==> src/rtl/core_pkg.sv <==
// Shared load-unit definitions: func_3 encodings, FSM state type and access-size decode.
package core_pkg;

  localparam logic [2:0] F3_LB  = 3'b000;
  localparam logic [2:0] F3_LH  = 3'b001;
  localparam logic [2:0] F3_LW  = 3'b010;
  localparam logic [2:0] F3_LD  = 3'b011;
  localparam logic [2:0] F3_LBU = 3'b100;
  localparam logic [2:0] F3_LHU = 3'b101;
  localparam logic [2:0] F3_LWU = 3'b110;
  localparam logic [2:0] F3_BAD = 3'b111;

  typedef enum logic [2:0] {
    IDLE  = 3'd0,
    REQ0  = 3'd1,
    WAIT0 = 3'd2,
    REQ1  = 3'd3,
    WAIT1 = 3'd4,
    RESP  = 3'd5
  } t_load_state;

  // Access size in bytes (1, 2, 4 or 8) selected by func_3[1:0].
  function automatic logic [3:0] access_size(input logic [2:0] func_3);
    logic [3:0] size_s;
    case (func_3[1:0])
      2'b00:   size_s = 4'd1;
      2'b01:   size_s = 4'd2;
      2'b10:   size_s = 4'd4;
      2'b11:   size_s = 4'd8;
      default: size_s = 4'd1;
    endcase
    return size_s;
  endfunction

endpackage

==> src/rtl/load_extract.sv <==
// Combinational field extraction: shift the two-word window by the byte offset,
// keep the access size and sign/zero-extend to a full word.
module load_extract
  import core_pkg::*;
#(
  parameter int DATA_WIDTH = 64,
  parameter int OFFS_W     = $clog2(DATA_WIDTH / 8)
) (
  input  logic [DATA_WIDTH-1:0] hi,
  input  logic [DATA_WIDTH-1:0] lo,
  input  logic [OFFS_W-1:0]     offset,
  input  logic [2:0]            func_3,
  output logic [DATA_WIDTH-1:0] result
);

  localparam int SH_W = $clog2(2 * DATA_WIDTH);

  logic [2*DATA_WIDTH-1:0] shifted_s;
  logic [6:0]              nbits_s;
  logic [SH_W-1:0]         msb_idx_s;
  logic                    sign_s;

  // Bits above the field take the field MSB for signed loads, zero otherwise.
  always_comb begin
    shifted_s = {hi, lo} >> {offset, 3'b000};
    nbits_s   = {access_size(func_3), 3'b000};
    msb_idx_s = SH_W'(nbits_s - 7'd1);
    sign_s    = ~func_3[2] & shifted_s[msb_idx_s];
    result    = {DATA_WIDTH{1'b0}};
    for (int i = 0; i < DATA_WIDTH; i++) begin
      if (7'(i) < nbits_s) begin
        result[i] = shifted_s[i];
      end else begin
        result[i] = sign_s;
      end
    end
  end

endmodule

==> src/rtl/load_align_unit.sv <==
// Sequential load unit: issues one or two aligned reads per load, merges and
// extends the selected field, and returns it over a valid/ready handshake.
module load_align_unit
  import core_pkg::*;
#(
  parameter int DATA_WIDTH     = 64,
  parameter int ADDR_WIDTH     = 64,
  parameter bit MISALIGN_SPLIT = 1'b1
) (
  input  logic                  i_clk,
  input  logic                  i_arstn,
  input  logic                  i_req_valid,
  output logic                  o_req_ready,
  input  logic [ADDR_WIDTH-1:0] i_req_addr,
  input  logic [2:0]            i_req_func_3,
  output logic                  o_mem_valid,
  input  logic                  i_mem_ready,
  output logic [ADDR_WIDTH-1:0] o_mem_addr,
  input  logic                  i_mem_rvalid,
  input  logic [DATA_WIDTH-1:0] i_mem_rdata,
  output logic                  o_rsp_valid,
  input  logic                  i_rsp_ready,
  output logic [DATA_WIDTH-1:0] o_rsp_data,
  output logic                  o_load_addr_ma,
  output logic                  o_illegal_instr
);

  localparam int BYTES  = DATA_WIDTH / 8;
  localparam int OFFS_W = $clog2(BYTES);

  t_load_state           state_r;
  t_load_state           state_next_s;
  logic [ADDR_WIDTH-1:0] addr_r;
  logic [2:0]            func_3_r;
  logic                  cross_r;
  logic [DATA_WIDTH-1:0] lo_r;
  logic [DATA_WIDTH-1:0] rsp_data_r;
  logic                  ma_r;
  logic                  ill_r;

  logic                  illegal_s;
  logic                  cross_s;
  logic [ADDR_WIDTH-1:0] aligned_s;
  logic [DATA_WIDTH-1:0] ext_lo_s;
  logic [DATA_WIDTH-1:0] ext_hi_s;
  logic [DATA_WIDTH-1:0] ext_data_s;

  // Request decode; LD and LWU do not exist on a 32-bit datapath.
  always_comb begin
    illegal_s = (i_req_func_3 == F3_BAD) |
                ((DATA_WIDTH == 32) & ((i_req_func_3 == F3_LD) | (i_req_func_3 == F3_LWU)));
    cross_s   = (5'(i_req_addr[OFFS_W-1:0]) + 5'(access_size(i_req_func_3))) > 5'(BYTES);
  end

  // The beat arriving this cycle feeds the extractor directly so the response
  // register can load on the same edge that enters RESP.
  always_comb begin
    aligned_s = {addr_r[ADDR_WIDTH-1:OFFS_W], {OFFS_W{1'b0}}};
    ext_lo_s  = (state_r == WAIT0) ? i_mem_rdata : lo_r;
    ext_hi_s  = (state_r == WAIT1) ? i_mem_rdata : {DATA_WIDTH{1'b0}};
  end

  load_extract #(
    .DATA_WIDTH (DATA_WIDTH),
    .OFFS_W     (OFFS_W)
  ) u_extract (
    .hi     (ext_hi_s),
    .lo     (ext_lo_s),
    .offset (addr_r[OFFS_W-1:0]),
    .func_3 (func_3_r),
    .result (ext_data_s)
  );

  // Next-state logic.
  always_comb begin
    state_next_s = state_r;
    case (state_r)
      IDLE: begin
        if (!i_req_valid) begin
          state_next_s = IDLE;
        end else if (illegal_s || (cross_s && !MISALIGN_SPLIT)) begin
          state_next_s = RESP;
        end else begin
          state_next_s = REQ0;
        end
      end
      REQ0:    state_next_s = i_mem_ready ? WAIT0 : REQ0;
      WAIT0:   state_next_s = i_mem_rvalid ? (cross_r ? REQ1 : RESP) : WAIT0;
      REQ1:    state_next_s = i_mem_ready ? WAIT1 : REQ1;
      WAIT1:   state_next_s = i_mem_rvalid ? RESP : WAIT1;
      RESP:    state_next_s = i_rsp_ready ? IDLE : RESP;
      default: state_next_s = IDLE;
    endcase
  end

  // State register.
  always_ff @(posedge i_clk or negedge i_arstn) begin
    if (!i_arstn) begin
      state_r <= IDLE;
    end else begin
      state_r <= state_next_s;
    end
  end

  // Request capture, low-beat capture and response registers.
  always_ff @(posedge i_clk or negedge i_arstn) begin
    if (!i_arstn) begin
      addr_r     <= {ADDR_WIDTH{1'b0}};
      func_3_r   <= 3'b000;
      cross_r    <= 1'b0;
      lo_r       <= {DATA_WIDTH{1'b0}};
      rsp_data_r <= {DATA_WIDTH{1'b0}};
      ma_r       <= 1'b0;
      ill_r      <= 1'b0;
    end else begin
      if (state_r == IDLE && i_req_valid) begin
        addr_r   <= i_req_addr;
        func_3_r <= i_req_func_3;
        cross_r  <= cross_s;
      end
      if (state_r == WAIT0 && i_mem_rvalid) begin
        lo_r <= i_mem_rdata;
      end
      if (state_next_s == RESP && state_r != RESP) begin
        if (state_r == IDLE) begin
          rsp_data_r <= {DATA_WIDTH{1'b0}};
          ill_r      <= illegal_s;
          ma_r       <= ~illegal_s;
        end else begin
          rsp_data_r <= ext_data_s;
          ill_r      <= 1'b0;
          ma_r       <= 1'b0;
        end
      end
    end
  end

  // Output decode from the state register.
  always_comb begin
    o_req_ready     = (state_r == IDLE);
    o_mem_valid     = (state_r == REQ0) || (state_r == REQ1);
    o_rsp_valid     = (state_r == RESP);
    o_rsp_data      = rsp_data_r;
    o_load_addr_ma  = ma_r;
    o_illegal_instr = ill_r;
    case (state_r)
      REQ0:    o_mem_addr = aligned_s;
      REQ1:    o_mem_addr = aligned_s + ADDR_WIDTH'(BYTES);
      default: o_mem_addr = {ADDR_WIDTH{1'b0}};
    endcase
  end

endmodule

==> config.mk <==
export PLATFORM = sky130hd
export DESIGN_NAME = load_align_unit
export DESIGN_NICKNAME = d
export VERILOG_FILES = /design/src/rtl/core_pkg.sv /design/src/rtl/load_extract.sv /design/src/rtl/load_align_unit.sv
export SDC_FILE = /design/constraint.sdc
export NUM_CORES = 1
export LEC_CHECK = 0
export ABC_AREA = 1
export CORE_MARGIN = 4
export CORE_UTILIZATION = 30
export CTS_BUF_LIST = sky130_fd_sc_hd__clkbuf_8
export DETAILED_ROUTE_END_ITERATION = 6
export DONT_BUFFER_PORTS = 1
export GPL_TIMING_DRIVEN = 0
export PLACE_DENSITY = 0.53
export SYNTH_ARGS = -nofsm -noshare
export SYNTH_HDL_FRONTEND = slang
export SYNTH_SLANG_ARGS = --single-unit
==> constraint.sdc <==
create_clock -name i_clk -period 2.63 [get_ports i_clk]
set_clock_uncertainty 0.15 [all_clocks]
set_input_delay 0.1315 -clock i_clk [delete_from_list [all_inputs] [get_ports i_clk]]
set_output_delay 0.1315 -clock i_clk [all_outputs]
set_load 0.01 [all_outputs]
; Word level (Yosys, flattened, before mapping)
; Cells that the tools add are included.
[word_totals]
register_bits = 201
input_bits = 137
out_inout_bits = 133
elab_cells = 185
[op_classes]
add_sub_neg = 3
order_cmp = 66
n_eq_ne = 14
shift = 1
mux = 83
n_bitwise = 3
n_reduce_logical = 7
[ops]
columns = cell, count
row1 = 6-bit by 7-bit less-than comparator with 1-bit output (first input constant), 32
row2 = 64-bit 2-to-1 mux, 3
row3 = 64-bit one-hot mux with 2 select lines, 1
row4 = 128-bit by 6-bit right shift with 128-bit output, 1
row5 = 5-bit by 7-bit less-than comparator with 1-bit output (first input constant), 16
row6 = 1-bit 2-to-1 mux, 68
row7 = 64-bit by 4-bit adder with 64-bit output (second input constant), 1
row8 = 4-bit by 7-bit less-than comparator with 1-bit output (first input constant), 8
row9 = 4-bit one-hot mux with 4 select lines, 2
row10 = 3-bit by 7-bit less-than comparator with 1-bit output (first input constant), 4
row11 = 3-bit 2-to-1 mux, 6
row12 = 3-bit one-hot mux with 6 select lines, 1
row13 = 1-bit by 7-bit less-than comparator with 1-bit output (first input constant), 2
row14 = 2-bit by 7-bit less-than comparator with 1-bit output (first input constant), 2
row15 = 3-bit == test (second input constant), 4
row16 = 2-bit == test (second input constant), 4
row17 = 7-bit by 8-bit less-than comparator with 1-bit output (second input constant), 1
row18 = 1-bit binary-select mux with 7-bit select, 1
row19 = 7-bit by 1-bit subtractor with 7-bit output (second input constant), 1
row20 = 3-bit by 2-bit == test with 1-bit output (second input constant), 2
row21 = 3-bit by 4-bit adder with 5-bit output, 1
row22 = 5-bit by 4-bit greater-than comparator with 1-bit output (second input constant), 1
row23 = 2-bit by 1-bit == test with 1-bit output (second input constant), 2
row24 = 2-bit logical NOT, 2
row25 = 8 further kinds, 11

; Logic depth before layout (Yosys ltp)
[depth]
word_depth = 8
depth_mapped = 17
mapped_depth_nobuf = 15

; By module
; From an unflattened synthesis, not the netlist that was laid out.
[unflattened]
cells_unflattened = 2540
hier_area_um2 = 15568.7
[by_module_without_submodules]
columns = mod, instances, cells_each, area_each_um2, seq_area_each_um2
row1 = load_align_unit, 1, 1821, 11939.0, 5029.8
row2 = load_extract, 1, 719, 3629.7, 0.0

; Worst setup path after synthesis
; No wires, ideal clock.
[synth_path]
path_kind = reg2out
start = register addr_r[3]
end = output o_mem_addr[27]
arrival_time_ps = 1896
required_time_ps = 2349
path_slack_ps = 452
path_stages_with_launch = 14
path_buffers = 0
cell_sequence = dfrtp_1 -> ha_1 -> nand2_1 -> inv_1 -> nand2_1 -> nor2_1 -> nand2_1 -> inv_1 -> nand4_1 -> nor2_2 -> nand3_1 -> nor2_1 -> a21oi_1 -> o21a_1
[synth_via]
elab_chain_cells = 2
[synth_lines]
columns = element, line_no
row1 = from (decl), load_align_unit.sv:33  ; logic [ADDR_WIDTH-1:0] addr_r;
row2 = from (signal assigned), load_align_unit.sv:108  ; addr_r <= {ADDR_WIDTH{1'b0}};
row3 = from (signal assigned), load_align_unit.sv:117  ; addr_r <= i_req_addr;
row4 = 64-bit by 4-bit adder with 64-bit output, load_align_unit.sv:148  ; REQ1: o_mem_addr = aligned_s + ADDR_WIDTH'(BYTES);
row5 = 64-bit one-hot mux with 2 select lines, load_align_unit.sv:146  ; case (state_r)
row6 = to (decl), load_align_unit.sv:18  ; output logic [ADDR_WIDTH-1:0] o_mem_addr,
; No other way between the ends.

; Final worst setup path
[layout_path]
start = register addr_r[5]
end = output o_mem_addr[44]
; The elaborated chain is that of the path after synthesis.

==> reports/qor.txt <==
Status - finished, violations left
Failing checks - hold timing, setup timing
Via count - 16,674
Post-synth EDFFs - 0
Post-synth top flop - dfrtp_1
Cell Rows - 79
Total CTS buffers - 40
Starting Density - 30.3%
Worst-path fanout max - 4
Max Freq - 0.345 GHz
Post-DP Area - 14,800 sq um
CTS root buf - clkbuf_8
Cell variety after synth - 56
Crit. End Element - output port
Sequential area share after synthesis - 35.8%
Syn_area_per_cell - 6.65 sq um
FF+latch count, synth - 201
CTS Hold Bufs - 147
Worst-Margin Slew - 0.947 ns
Crit start category - flip-flop
Synthesis-to-finish area growth - 39.1%
GRT overflow - 0
Power share of the clock group - 13.5%
Mean number of vias per cell - 5.52
Hold Vio Cnt, Final - 201
DRC violation count after routing - 0
Die span in y - 225 um
Fillers - 4,825
H-Tree Depth - 2
HPWL Detailed - 54,600 um
Maxcap violations - 0
Vias in the first global route - 16,537
Mapped Cells - 2,115
Io pins - 270
Worst Path Required - 2.35 ns
Initial antenna violation count - 5
DRT iter0 DRCs - 1,424
Comb power frac - 61.8%
Sw frac - 54.6%
Hold Crit Class - input port to async pin
# setup viols final - 41
Share of cells above drive strength 1 - 22.9%
Synth async-reset ratio - 100%
Final min period - 2.89 ns
Post-Layout Inst Area - 19,600 sq um
Pwr dens - 1240 nW/um^2
Routed Wire Length - 72,800 um
CTS tree - built
CTS sink count - 201
DR WL/cell - 24.1 um
Design Power - 0.0243 W
Die W - 225 um
Reg power frac - 24.7%
Worst-Skew Late Latency - 0.63 ns
P_int - 0.0111 W
Global router's overall resource usage - 27.4%
Leak - 8.71 nW
Worst Setup Path Type - flip-flop to output port
Area of the core - 46,500 sq um
Final Net Count - 2,528
WP data arrival - 2.61 ns
Worst hold slack - -0.934 ns
Port-buffer cells - 0
TritonRoute pass-1 iters - 5
Largest net degree at the start of global routing - 202
Final Max Slew Viols - 0
RSZ-0062 raised after global routing - yes
Global-route wire length before repair - 105,000 um
CTS Buffer Depth - 3
Area of the die - 50,400 sq um
Period utilization - 110%
Final WS setup - -0.265 ns
Post-route ant nets - 0
GP Congestion - 0.957
Switching pwr - 0.0133 W
Clock Pin Slew Worst Setup and Hold Paths - 0.06 ns
Worst VDD drop - 0.718 mV
Warnings, synthesis - 0
Cell area after synthesis - 14,100 sq um
Relative slew slack - 36.9%
==> layout make-up <==
cell class                 count  area (sq um)  share of cell area, %
multi-input combinational   1592          9300                   47.5
sequential                   201          5050                   25.8
timing repair buffer         224          2090                   10.7
buffer                       137           830                   4.24
tap                          607           759                   3.88
inverter                     187           722                   3.69
clock buffer                  49           674                   3.45
clock inverter                21           119                  0.608
antenna                        3          7.51                 0.0384
==> path summary, 6_finish.rpt <==
kind,slack [ns],from,end,depth (start not counted)
max,-0.26,addr_r[5],o_mem_addr[44],12
max reg2reg,0.03,addr_r[0],o_rsp_data[48],8
min in group i_clk,0.03,i_req_addr[15],addr_r[15],3
min,-0.93,i_arstn,lo_r[59],0
min reg2reg,0.34,lo_r[36],lo_r[36],2
max in group asynchronous,2.74,i_arstn,state_r[1],0
==> repair_timing <==
action | 4_1_cts | 5_1_grt
endpoints found under the hold margin | 338 | 201
resized for setup | 274 | 334
setup endpoints to repair | 188 | 190
pin swaps | 32 | 71
buffers inserted | 34 | 46
==> flip-flops by register name (all words and copies together) (netlist names) <==
name / cells
o_load_addr_ma: 1
o_illegal_instr: 1
state_r: 3
addr_r: 64
o_rsp_data: 64
func_3_r: 3
lo_r: 64
cross_r: 1
==> stage by stage <==
stage	hold slack (ns)	instances	setup TNS (ns)	setup slack (ns)	utilization, %
global route	-0.964	3021	-10.05	-0.398	42.1
floorplan	-0.314	2117	0	0.452	-
CTS	-0.966	2975	-7.58	-0.337	39.1
finish	-0.934	3021	-5.18	-0.265	42.1
global placement	-0.306	2724	-36.24	-0.668	31.9
detailed placement	-0.306	2724	-41.21	-0.670	31.9
==> power by group through the flow <==
stage          Sequential, W  Clock (W)  Combinational, W
3_3_place_gp         0.00591          0            0.0117
6_report             0.00601    0.00328            0.0150
4_1_cts              0.00593    0.00337            0.0132
2_1_floorplan        0.00543          0           0.00784
5_1_grt              0.00614    0.00348            0.0161
3_5_place_dp         0.00594          0            0.0118
==> per-layer routing <==
layer / GRT usage (%) / wire, um
met5: 0 / 29
met3: 6.88 / 5810
met1: 33.1 / 28500
met2: 46.8 / 34800
met4: 11.2 / 3650
==> cell usage after synthesis (3+ instances only) <==
cell      count  area (sq um)
buf_2        30           150
o221ai_1      5          43.8
a31oi_1       4          25.0
o311ai_1      3          26.3
o21a_1        6          45.0
inv_1       179           672
inv_2         7          26.3
o311ai_0      8          70.1
nor2_2        8          50.1
nand3_1     162           811
o22ai_1      25           156
nor2_4        3          33.8
dfrtp_1     201          5030
buf_1        10          37.5
mux2i_1      20           200
o21ai_0     267          1340
ha_1          7          87.6
nor4_1       16           100
nor3_1       39           195
clkbuf_1     79           297
nand2_1     629          2360
nor2_1      144           541
a21oi_1      95           475
or2_2         4          25.0
xor2_1       27           236
o31ai_1       6          45.0
nand4_1      18           113
a22o_1       12           105
o211ai_1     27           203
nand3_2       5          50.1
o21ai_1      22           110
buf_4        16           120
==> cell usage in the layout, fill, tap and decap left out, types with 14 or more instances in the layout <==
cell type        n
a21oi_1         76
a21oi_2         15
buf_4           86
buf_6           21
clkbuf_1        40
clkbuf_2        31
clkbuf_8        51
dfrtp_1        181
dfrtp_2         20
dlygate4sd3_1  147
inv_1          175
inv_2           22
mux2i_1         14
nand2_1        591
nand2_2         29
nand3_1        147
nand3_2         17
nand4_1         18
nor2_1         107
nor2_2          15
nor2_4          33
nor3_2          17
o211ai_1        27
o21ai_0        180
o21ai_1         58
o21ai_2         41
o22ai_2         23
xor2_1          26
==> kinds of logic after synthesis <==
logic type	count (synthesis)	synth area share, %
DFF	201	35.8
AOI/OAI and AO/OA	489	19.4
muxes	21	1.50
buffers and inverters	324	9.45
adders and majority gates	8	0.765
and+or+nand+nor	1042	31.3
other	1	0.0267
xor gates and xnor gates	29	1.81
==> worst max-delay path, cell delays in order, from the launching register on <==
cell and delay (ns):
dfrtp_1 0.42, inv_2 0.09, nor2_4 0.16, nand2_4 0.08
nor2_4 0.08, nand4_1 0.15, nor2_2 0.18, inv_2 0.06
nor2_2 0.09, inv_2 0.08, nor3_4 0.26, o21ai_2 0.09
a21oi_2 0.21
Note: power is estimated with default switching activity, not from simulation.
